==> src/rtl/tsc_pkg.sv <==
// Shared TSC CPU definitions: datapath width, sequencer state encodings, reset PC.
package tsc_pkg;

  localparam int WORD_SIZE = 16;

  localparam logic [15:0] TSC_RESET_PC = 16'h0000;

  typedef enum logic [2:0] {
    IDLE   = 3'd0,
    FETCH  = 3'd1,
    DECODE = 3'd2,
    EXEC   = 3'd3,
    HALTED = 3'd4
  } state_t;

endpackage

==> src/rtl/fetch_sequencer_timer.sv <==
// FETCH wait counter: counts cycles spent waiting for a memory word and flags
// the cycle in which the count would reach TIMEOUT.
module fetch_timer #(
  parameter int TIMEOUT = 255
) (
  input  logic clk,
  input  logic reset,
  input  logic clear,
  input  logic enable,
  output logic expired
);

  localparam int CW = $clog2(TIMEOUT + 1);

  logic [CW-1:0] count_reg;

  always_ff @(posedge clk or posedge reset) begin
    if (reset) begin
      count_reg <= '0;
    end else if (clear) begin
      count_reg <= '0;
    end else if (enable && (count_reg != CW'(TIMEOUT))) begin
      count_reg <= count_reg + 1'b1;
    end
  end

  // Asserted in the waiting cycle whose increment would hit TIMEOUT.
  assign expired = enable && (count_reg == CW'(TIMEOUT - 1));

endmodule

==> src/rtl/fetch_sequencer.sv <==
// FETCH -> DECODE -> EXEC instruction sequencer for the TSC CPU: owns the PC,
// memory read handshake, instruction register and retired-instruction count.
module fetch_sequencer
  import tsc_pkg::*;
#(
  parameter int WORD_SIZE = tsc_pkg::WORD_SIZE,
  parameter int TIMEOUT   = 255
) (
  input  logic                 clk,
  input  logic                 reset,
  input  logic                 inputReady,
  input  logic [WORD_SIZE-1:0] mem_data,
  input  logic [WORD_SIZE-1:0] pc_next,
  input  logic                 halt,
  output logic                 readM,
  output logic [WORD_SIZE-1:0] address,
  output logic [WORD_SIZE-1:0] ir,
  output logic                 ir_valid,
  output logic                 exec_en,
  output logic [WORD_SIZE-1:0] num_inst,
  output logic                 timeout_err,
  output logic [2:0]           state_o
);

  state_t                state_reg, state_next;
  logic                  input_ready_d_reg;
  logic [WORD_SIZE-1:0]  pc_reg;
  logic [WORD_SIZE-1:0]  ir_reg;
  logic [WORD_SIZE-1:0]  num_inst_reg;
  logic                  timeout_err_reg;

  logic rise;
  logic in_fetch;
  logic ir_load;
  logic timeout_set;
  logic expired;

  assign rise     = inputReady & ~input_ready_d_reg;
  assign in_fetch = (state_reg == FETCH);

  fetch_timer #(
    .TIMEOUT (TIMEOUT)
  ) u_fetch_timer (
    .clk     (clk),
    .reset   (reset),
    .clear   (~in_fetch),
    .enable  (in_fetch & ~rise),
    .expired (expired)
  );

  always_ff @(posedge clk or posedge reset) begin
    if (reset) begin
      state_reg <= IDLE;
    end else begin
      state_reg <= state_next;
    end
  end

  // A rising edge in the final waiting cycle beats the timeout.
  always_comb begin
    state_next  = state_reg;
    ir_load     = 1'b0;
    timeout_set = 1'b0;
    case (state_reg)
      IDLE:   state_next = FETCH;
      FETCH: begin
        if (rise) begin
          state_next = DECODE;
          ir_load    = 1'b1;
        end else if (expired) begin
          state_next  = HALTED;
          timeout_set = 1'b1;
        end
      end
      DECODE: state_next = EXEC;
      EXEC:   state_next = halt ? HALTED : FETCH;
      HALTED: state_next = HALTED;
      default: state_next = IDLE;
    endcase
  end

  always_ff @(posedge clk or posedge reset) begin
    if (reset) begin
      input_ready_d_reg <= 1'b0;
      pc_reg            <= WORD_SIZE'(TSC_RESET_PC);
      ir_reg            <= '0;
      num_inst_reg      <= '0;
      timeout_err_reg   <= 1'b0;
    end else begin
      input_ready_d_reg <= inputReady;
      if (ir_load) begin
        ir_reg <= mem_data;
      end
      if (state_reg == EXEC) begin
        pc_reg       <= pc_next;
        num_inst_reg <= num_inst_reg + 1'b1;
      end
      if (timeout_set) begin
        timeout_err_reg <= 1'b1;
      end
    end
  end

  // Strobes decode the state register only, so reset kills them immediately.
  assign readM       = (state_reg == FETCH);
  assign ir_valid    = (state_reg == DECODE) || (state_reg == EXEC);
  assign exec_en     = (state_reg == EXEC);
  assign address     = pc_reg;
  assign ir          = ir_reg;
  assign num_inst    = num_inst_reg;
  assign timeout_err = timeout_err_reg;
  assign state_o     = state_reg;

endmodule
==> config.mk <==
export PLATFORM = sky130hd
export DESIGN_NAME = fetch_sequencer
export DESIGN_NICKNAME = d
export VERILOG_FILES = /design/src/rtl/tsc_pkg.sv /design/src/rtl/fetch_sequencer_timer.sv /design/src/rtl/fetch_sequencer.sv
export SDC_FILE = /design/constraint.sdc
export NUM_CORES = 1
export LEC_CHECK = 0
export CAP_MARGIN = 20
export CORE_MARGIN = 1
export CORE_UTILIZATION = 35
export CTS_BUF_LIST = sky130_fd_sc_hd__clkbuf_16
export CTS_CLUSTER_SIZE = 24
export DETAILED_ROUTE_END_ITERATION = 6
export DONT_BUFFER_PORTS = 1
export PLACE_DENSITY_LB_ADDON = 0.3
export SLEW_MARGIN = 20
export SYNTH_ARGS = -nofsm -noshare
export SYNTH_HDL_FRONTEND = slang
export SYNTH_SLANG_ARGS = --single-unit
==> constraint.sdc <==
create_clock -name clk -period 2.3 [get_ports clk]
set_input_delay 0.46 -clock clk [delete_from_list [all_inputs] [get_ports clk]]
set_output_delay 0.46 -clock clk [all_outputs]
set_load 0.01 [all_outputs]
==> impl_results.md <==
- Hold_buf cts: 0
- Routed Antenna Nets: 0
- Post-synth EDFFs: 0
- CTS resizes: 0
- Router iterations before antenna repair: 4
- Root buffer cell: clkbuf_16
- Setup total negative slack: 0 ps
- Final Slew Violations: 0
- HPWL Detailed: 3430 um
- First-pass GRT wire length: 7590 um
- Die Span Y: between 80 and 90 um
- Arrival @ worst endpoint: about 1600 ps
- RSZ-0062 raised after global routing: false
- Hold WS: 117 ps
- Ports: 91
- Layout cells sized above 1: 15.9%
- Multi-input combinational cell area: 992 um^2
- Reg-to-reg setup timing slack: 360 ps
- Register area: about 1500 um^2
- Mapped Area: 2580 um^2
- Synthesis Warnings: 0
- Top delay family on crit path: flip-flops
- Post-synth top flop: dfrtp_1
- Critical-path top delay cell: dfrtp_1
- Post-synthesis cell type count: 38
- Leakage: roughly 1.4 nW
- Clk pwr share: a little under 30%
- CP Max Fanout: 11
- Average size of a mapped cell: 11.1 um^2
- Rel. slew slack: between 50 and 60%
- FILL cells: ~650
- Routed wire per std cell: 14.3 um
- Hold Fails Final Rpt: 0
- Core Region: 6940 um^2
- Tot Pwr: 0.00383 W
- Fin nets: 279
- Num CTS Buffers: 9
- Rows: 30
- Drt total wl: roughly 4900 um
- CP Class: reg2out
- Vias per cell: 4.87
- Leading cell type in the layout, fill and taps excluded: dfrtp_1
- Largest net degree at the start of global routing: 33
- Commonest cells after routing, fill and taps aside: dfrtp_1, nand2_1, mux2_2
- Max Freq: 0.491 GHz
- Pwr Density: 1290 nW/um^2
- Seq/Total Area, Yosys: 59.1%
- DRC viols: 0
- Comb pwr share: around a fifth
- Worst slew pin tran: 662 ps
- Crit path time final: 2040 ps
- Setup Fix Bufs, Post-CTS: 0
- NetSw: between 0.001 and 0.0015 W
- Sw Share: between 30% and 40%
- Antenna violations before repair: 0
- I/O Buffers: 0
- Post-Route Skew: 7.13 ps
- Clock-pin slew on the worst setup and hold paths: 50 ps
- CTS Buffer Depth: 2
- Int Power: 0.00249 W
- Gpl congestion: 0.733
- Die width: around 88 um
- Cells after Synth: approximately 230
- # diodes: 0
- Hold Path Class: in2async
- Via count: between 1500 and 2000
- Total Routing Usage GR: 13.4%
- CP Data Required Time: about 1800 ps
- Outcome: completed
- CTS tree: built
- H-tree depth: 3
- Max-Cap Viols: 0
- Crit-path cells: nand3b_1, inv_1
- Grt ovf: 0
- Die area: a little under 8000 um^2
- Setup-failing EPs final: 0
- Syn-to-layout area delta: 14.5%
- Async S/R FF share, synth: 100%
- Critical Path Source Type: flop
- DRT iter0 DRCs: 43
- Final cycle utilization of the critical path: around nine tenths
- Skew-Pair Late Insertion Delay: 320 ps
- VDD IR max: 0.578 mV
- Clock sinks: 61
- Buf+Inv Stages, Crit Path: 1
- Critical Path Max Stage Delay: 460 ps
- Syn_nets: 271
- Number of global-route vias before repair: 1616
- Worst setup EP type: output pin
- Flop pwr share: 49.7%
- Initial Util: between 30% and 40%
- FF+latch count, synth: 61
[power groups by stage]
stage	sequential [W]	combinational [W]	clock (W)
2_1_floorplan	0.00184	0.000708	0
3_3_place_gp	0.00192	0.000795	0
3_5_place_dp	0.00191	0.000830	0
4_1_cts	0.00191	0.000821	0.00117
5_1_grt	0.00196	0.000913	0.00122
6_report	0.00190	0.000803	0.00112
[through the flow]
step	utilization [%]	setup slack, ps	cell area [um^2]	std cells
4_1_cts	42.6	188	2960	341
3_5_place_dp	39.0	362	2710	325
2_1_floorplan	-	327	2580	232
3_3_place_gp	39.0	396	2710	325
6_report	42.6	264	2960	341
5_1_grt	42.6	105	2960	341
[cells in the mapped netlist, drive strengths merged, types with 2 or more instances]
library cell	n	area (um^2)
mux2	16	180
dfrtp	61	1530
ha	3	37.5
inv	7	26.3
nand2b	2	12.5
nand3	13	65.1
a21oi	2	10.0
nand2	61	231
xnor2	10	87.6
clkbuf	5	28.8
nor2	5	18.8
xor2	7	61.3
nor4	4	40.0
and3	2	12.5
o21ai	7	35.0
or2	2	12.5
o211ai	3	36.3
nand4	5	31.3
o31ai	2	15.0
[kinds of logic after synthesis]
kind of cell	count (synthesis)	share of synthesized area (%)
buffers and inverters	14	2.52
xor gates and xnor gates	17	5.76
and+or+nand+nor	103	19.0
DFF	61	59.1
AOI/OAI and AO/OA	17	4.84
muxes	17	7.36
adders and majority gates	3	1.45
[metal layers]
metal / vias up / global-route usage [%] / wire length, um
li1: 794 / - / -
met1: 788 / 16.0 / 2140
met2: 72 / 19.2 / 2190
met3: 7 / 7.63 / 490
met4: 0 / 7.00 / 68
met5: - / 0 / 0
[path summary, 6_finish.rpt]
| check | from | end | cells past startpoint |
|---|---|---|---|
| min in group clk | inputReady | input_ready_d_reg | 0 |
| min reg2reg | num_inst[15] | num_inst[15] | 1 |
| max reg2reg | state_o[1] | u_fetch_timer.count_reg[7] | 5 |
| min | reset | ir[1] | 1 |
| max | state_o[2] | exec_en | 2 |
| max in group asynchronous | reset | address[10] | 2 |
[area by class of cell]
type | count | share of cell area [%]
clock inverters | 7 | 0.973
multi-input cells | 157 | 33.5
flip-flops and latches | 61 | 51.6
clock buffers | 9 | 7.61
well taps | 96 | 4.06
repair buffers | 3 | 1.18
inverters | 8 | 1.06
(Power assumes the default switching activity.)
